[src/rtl/conv_window_gen.sv]
// 3x3 sliding-window generator over a raster pixel stream.
// Two line buffers feed a shift-register window; one window per interior pixel.
module conv_window_gen #(
    parameter int PIXEL_WIDTH = 16,
    parameter int IMG_WIDTH   = 64,
    parameter int IMG_HEIGHT  = 64
) (
    input  logic                          clk,
    input  logic                          rst_n,
    input  logic signed [PIXEL_WIDTH-1:0] s_pixel,
    input  logic                          s_valid,
    output logic                          s_ready,
    output logic signed [PIXEL_WIDTH-1:0] x00,
    output logic signed [PIXEL_WIDTH-1:0] x01,
    output logic signed [PIXEL_WIDTH-1:0] x02,
    output logic signed [PIXEL_WIDTH-1:0] x10,
    output logic signed [PIXEL_WIDTH-1:0] x11,
    output logic signed [PIXEL_WIDTH-1:0] x12,
    output logic signed [PIXEL_WIDTH-1:0] x20,
    output logic signed [PIXEL_WIDTH-1:0] x21,
    output logic signed [PIXEL_WIDTH-1:0] x22,
    output logic                          m_valid,
    input  logic                          m_ready,
    output logic                          m_last
);

    localparam int CW = $clog2(IMG_WIDTH);
    localparam int RW = $clog2(IMG_HEIGHT);
    localparam logic [CW-1:0] COL_LAST = CW'(IMG_WIDTH - 1);
    localparam logic [RW-1:0] ROW_LAST = RW'(IMG_HEIGHT - 1);
    localparam logic [CW-1:0] COL_TWO  = CW'(2);
    localparam logic [RW-1:0] ROW_TWO  = RW'(2);

    logic [CW-1:0] col;
    logic [RW-1:0] row;

    logic signed [PIXEL_WIDTH-1:0] lb0 [IMG_WIDTH];
    logic signed [PIXEL_WIDTH-1:0] lb1 [IMG_WIDTH];
    logic signed [PIXEL_WIDTH-1:0] lb0_rd;
    logic signed [PIXEL_WIDTH-1:0] lb1_rd;

    logic accept;
    logic col_end;
    logic row_end;
    logic win_pos;

    assign s_ready = !m_valid || m_ready;
    assign accept  = s_valid && s_ready;
    assign col_end = (col == COL_LAST);
    assign row_end = (row == ROW_LAST);
    assign win_pos = (row >= ROW_TWO) && (col >= COL_TWO);
    assign lb0_rd  = lb0[col];
    assign lb1_rd  = lb1[col];

    // Line buffers are never reset; a new frame rewrites them before use.
    always_ff @(posedge clk) begin
        if (accept) begin
            lb0[col] <= lb1_rd;
            lb1[col] <= s_pixel;
        end
    end

    always_ff @(posedge clk) begin
        if (!rst_n) begin
            col     <= '0;
            row     <= '0;
            m_valid <= 1'b0;
            m_last  <= 1'b0;
            x00     <= '0;
            x01     <= '0;
            x02     <= '0;
            x10     <= '0;
            x11     <= '0;
            x12     <= '0;
            x20     <= '0;
            x21     <= '0;
            x22     <= '0;
        end else if (accept) begin
            col <= col_end ? '0 : col + 1'b1;
            if (col_end) begin
                row <= row_end ? '0 : row + 1'b1;
            end
            x00     <= x01;
            x01     <= x02;
            x02     <= lb0_rd;
            x10     <= x11;
            x11     <= x12;
            x12     <= lb1_rd;
            x20     <= x21;
            x21     <= x22;
            x22     <= s_pixel;
            m_valid <= win_pos;
            m_last  <= win_pos && col_end && row_end;
        end else if (m_ready) begin
            m_valid <= 1'b0;
            m_last  <= 1'b0;
        end
    end

endmodule

[config.mk]
export PLATFORM = sky130hd
export DESIGN_NAME = conv_window_gen
export DESIGN_NICKNAME = d
export VERILOG_FILES = /design/src/rtl/conv_window_gen.sv
export SDC_FILE = /design/constraint.sdc
export NUM_CORES = 2
export LEC_CHECK = 0
export ABC_AREA = 1
export CORE_UTILIZATION = 54
export CTS_BUF_LIST = sky130_fd_sc_hd__clkbuf_4 sky130_fd_sc_hd__clkbuf_8
export CTS_CLUSTER_SIZE = 28
export DETAILED_ROUTE_END_ITERATION = 7
export MAX_ROUTING_LAYER = met4
export PLACE_DENSITY = 0.83
export SLEW_MARGIN = 20
export SYNTH_ARGS = -nofsm -noshare
export SYNTH_HDL_FRONTEND = slang
export SYNTH_SLANG_ARGS = --single-unit
[constraint.sdc]
create_clock -name clk -period 3.9 [get_ports clk]
set_clock_uncertainty 0.2 [all_clocks]
set_input_delay 0.585 -clock clk [delete_from_list [all_inputs] [get_ports clk]]
set_output_delay 0.585 -clock clk [all_outputs]
set_load 0.005 [all_outputs]
---- Word-level counts from Yosys, hierarchy flattened ----
Memory sizes are Yosys's and may differ from the RTL's. A register that Yosys moved wholly into a read port is not among the register bits.
Index checks and enable logic that the tools add are counted.
word-level totals
  flip-flop bits (word level) ............. 142
  bits in writable memories ............... 2048
  input port bits ......................... 20
  logic and storage cells ................. 38
  memories kept ........................... 2
memory list
  name  words  width  rd ports  clocked after memory_dff  wr ports  RTL line  text
  lb0   64     16     1         1                         1         37        logic signed [PIXEL_WIDTH-1:0] lb0 [IMG_WIDTH];
  lb1   64     16     1         1                         1         38        logic signed [PIXEL_WIDTH-1:0] lb1 [IMG_WIDTH];
cells by class
  add/subtract/negate cells ............... 2
  $lt $le $gt $ge ......................... 2
  eq/ne operators ......................... 2
  mux-type cells .......................... 9
  reductions and logical operators ........ 9
operator list
  kind                   count
  $mux W6                4
  $add A6 B1 Y6 const B  2
  $eq A6 B6 Y1 const B   2
  $ge A6 B2 Y1 const B   2
  $mux W1                5
  $logic_and A1 B1 Y1    4
  $logic_not A1 Y1       2
  $reduce_and A2 Y1      1
  $reduce_bool A2 Y1     1
  $logic_or A1 B1 Y1     1

---- Logic depth before layout (Yosys ltp) ----
  depth after elaboration ................. 5
  mapped depth ............................ 15
  depth with buffers taken out ............ 12

---- Least setup slack after synthesis ----
No wires, ideal clock.
  kind .................................... reg-to-reg
  start ................................... register col[0]
  end ..................................... memory lb0[31][0] (enable)
  library setup time ...................... 0.461 ns
  arrival time ............................ 3.267 ns
  slack ................................... -0.028 ns
  stages on the path, launching flop included .. 9
  path through ............................ dfxtp_1 -> buf_6 -> inv_4 -> buf_6 -> buf_6 -> buf_6 -> nor2_2 -> inv_2 -> nor3_1
RTL lines
  element                   RTL line  text
  start: declaration        34        logic [CW-1:0] col;
  start signal: assignment  79        col <= col_end ? '0 : col + 1'b1;
  end: declaration          37
Straight into the memory's write port.

==> metrics.yaml <==
status:
  status: "completed"
floorplan:
  die_area_um2: 165000
  coreArea_um2: 161000
  die-height_um: 406
  die_x_um: 406
  ios: 167
  start_util_pct: 54.7
  rows: 147
clock_network:
  cts_root_buf: "clkbuf_8"
  cts-buffers-inserted: 352
  cts.sinks: 2212
  cts_tree: "done"
  cts_resized: 0
  htreeDepth: 5
  clk_latency_ns: 1.05
  clk_path_buf_depth: 4
  clk_pin_slew_worst_paths_ns: 0.08
global_route:
  grt_pass1_wl_um: 364000
  grt_max_degree: 129
  use_met2_pct: 46.5
  gr-total-overflow: 0
  use_met1_pct: 38.2
  use_met3_pct: 8.52
  grt.busiest_layer: "met2"
  grt_pass1_vias: 59400
  grt_antenna_before_repair: 8
  track_usage_pct: 30.8
timing:
  final-hold-violation-count: 0
  maxSlewViolCount: 0
  setup-tns-final_ns: 0
  max_slew_margin_pct: 21.9
  rsz0062_at_grt: "no"
  period_share_pct: 83.3
  min_period_ns: 3.25
  worst_slew_pin_slew_ns: 1.17
  setup_slack_ns: 0.650
  timing.hold.ws_ns: 0.0969
  timing.fmax_ghz: 0.308
  setup_violations: 0
synthesis:
  synthMuxAreaShare_pct: 0
  synth.cells.most_frequent: "2048 x edfxtp_1, 1894 x nand2_1, 929 x nand3_1"
  synthXorXnorAreaFrac_pct: 0
  syn_area_per_cell_um2: 11.9
  synth-simple-area-share_pct: 17.7
  ys_seq_area_share_pct: 73.4
  synth-edff-count: 2048
  yosys_register_bits: 2212
  synth_top_family_by_area: "simple AND/OR/NAND/NOR gates"
  async_flop_share_pct: 0
  syn_inst: 7391
  synth_fa_ha_area_share_pct: 0.0567
  yosys.area.top_type: "edfxtp_1"
  synth_compound_area_share_pct: 5.11
  synth_top_area_share_pct: 69.7
  synth_cell_types: 39
  ys.flop_type: "edfxtp_1"
  synth_area_um2: 88200
  yosys_warnings: 0
  yosysMostFrequentCell: "edfxtp_1"
  syn_nets: 7415
  ys_top_cells_by_area: "edfxtp_1 70%, nand2_1 8.1%, nand3_1 5.3%"
critical_path:
  reg2reg_slack_ns: 0.65
  startpoint_type: "flop"
  critPathKind: "reg2reg"
  critPathArrivalTime_ns: 4.05
  worst-path-max-fanout: 78
  reg2reg_to: "x02[1]"
  cp-end-kind: "flop"
  rr_worst_depth: 12
  cp_data_required_time_ns: 4.70
  regToRegStartpoint: "col[0]"
placement:
  placed_cell_area_um2: 93500
  dp_slack_ns: 0.425
  post-dp-hpwl_um: 144000
  gp_congestion: 0.990
  portBuffers: 166
hold_path:
  hold_end: "m_valid"
  whs_path_depth: 3
  worstHoldStart: "s_valid"
  hold_class: "in2reg"
pwr:
  power.leakage_nw: 35.7
  power.density_nw_per_um2: 500
  finalPower_mw: 50.2
  ir_drop_mv: 0.393
run:
  drv_cap: 0
cells_and_area:
  layout.nets: 7737
  regArea_um2: 64800
  area_growth_pct: 13.7
  nFillCells: 11300
  drive_gt1_share_pct: 12.6
  design_area_um2: 100000
  multi_input_area_um2: 20700
route:
  drc: 0
  vias: 61100
  drt_iter0_markers: 9124
  avgRoutedWirePerCell_um: 24.5
  dr.pass1.iters: 8
  routed_wl_um: 248000
  antenna_left: 0
  viasPerCell: 6.04
-- cell usage in the layout, fill, tap and decap left out, types with 27 or more instances in the layout --
cell type        instances
clkbuf_8               371
nand4_1                 27
clkinv_1                58
o21ai_0                353
o21ai_1                 83
nor2_4                  69
buf_4                  162
edfxtp_1              2048
clkbuf_4               130
or2_2                   67
buf_12                  88
inv_1                  159
a21oi_1                189
dfxtp_1                158
o22ai_1                 44
or2_1                   32
clkdlybuf4s50_1        149
nand3_1                929
o211ai_1               123
nand2_1               1877
clkinv_2                33
nor2_1                 676
-- flip-flops by register name, indices dropped and copies added (netlist names), named ones only --
register / count
x21: 16
x10: 16
m_last: 1
x11: 16
m_valid: 1
x02: 16
x22: 16
lb0: 1024
x20: 16
x12: 16
col: 6
row: 6
x01: 16
lb1: 1024
x00: 16
-- kinds of logic (layout without fill, tap and decap cells) --
| family | Yosys count | after routing |
|---|---|---|
| and+or+nand+nor | 3727 | 3727 |
| DFF | 2212 | 2212 |
| AOI/OAI and AO/OA | 813 | 813 |
| buffers and inverters | 635 | 1202 |
| adders and majority gates | 4 | 4 |
| other | 0 | 7 |
-- cell type report --
class                   count  share of cell area (%)
flip-flops and latches   2212                    64.6
well taps                2160                    2.70
repair buffers            427                    4.66
multi-input cells        4544                    20.7
clock buffers             501                    6.07
diodes                      7                  0.0175
clock inverters            98                   0.547
inverters                 176                   0.703
-- what timing repair did --
action,in CTS,in global routing
endpoints found under the hold margin,244,24
setup buffers,0,0
hold buffers,11,1
-- metal layers --
metal / part of all wire (%) / wire length, um
met1: 35 / 86500
met3: 13 / 33300
met5: 0 / 0
met2: 46 / 114000
met4: 5.5 / 13700
-- worst max-delay path by stage --
stage	from	endpoint	slack [ns]
final	col[0]	x02[1]	0.65
after global routing	col[0]	x02[4]	0.59
after CTS	x11[9]	x11[9]	0.75
after detailed placement	m_ready	flop	0.42
after global placement	m_ready	flop	0.45
after floorplan	m_ready	lb0[17][0]	0.41
-- report_power, final --
part / switching [mW] / internal (mW)
registers: 0.186 / 26.5
logic: 3.22 / 1.20
clock network: 8.81 / 10.2
-- stage by stage --
| step | instances | utilization, % |
|---|---|---|
| final | 10100 | 62.2 |
| after global routing | 10100 | 62.2 |
| after CTS | 10100 | 62.1 |
| after detailed placement | 9506 | 57.9 |
| after global placement | 9506 | 57.9 |
| after floorplan | 7391 | - |
-- worst max-delay path: stages, from the launching register on --
cell and delay [ns]:
dfxtp_4 0.64, clkinv_8 0.34, buf_12 0.31, nand2_1 0.11, a21oi_1 0.07, o21ai_0 0.42, nand2_1 0.12, nand2_1 0.15
nand2_1 0.10, nor2_1 0.28, nand3_1 0.23, nand2_1 0.11, inv_1 0.04
Note: power is estimated with default switching activity, not from simulation.
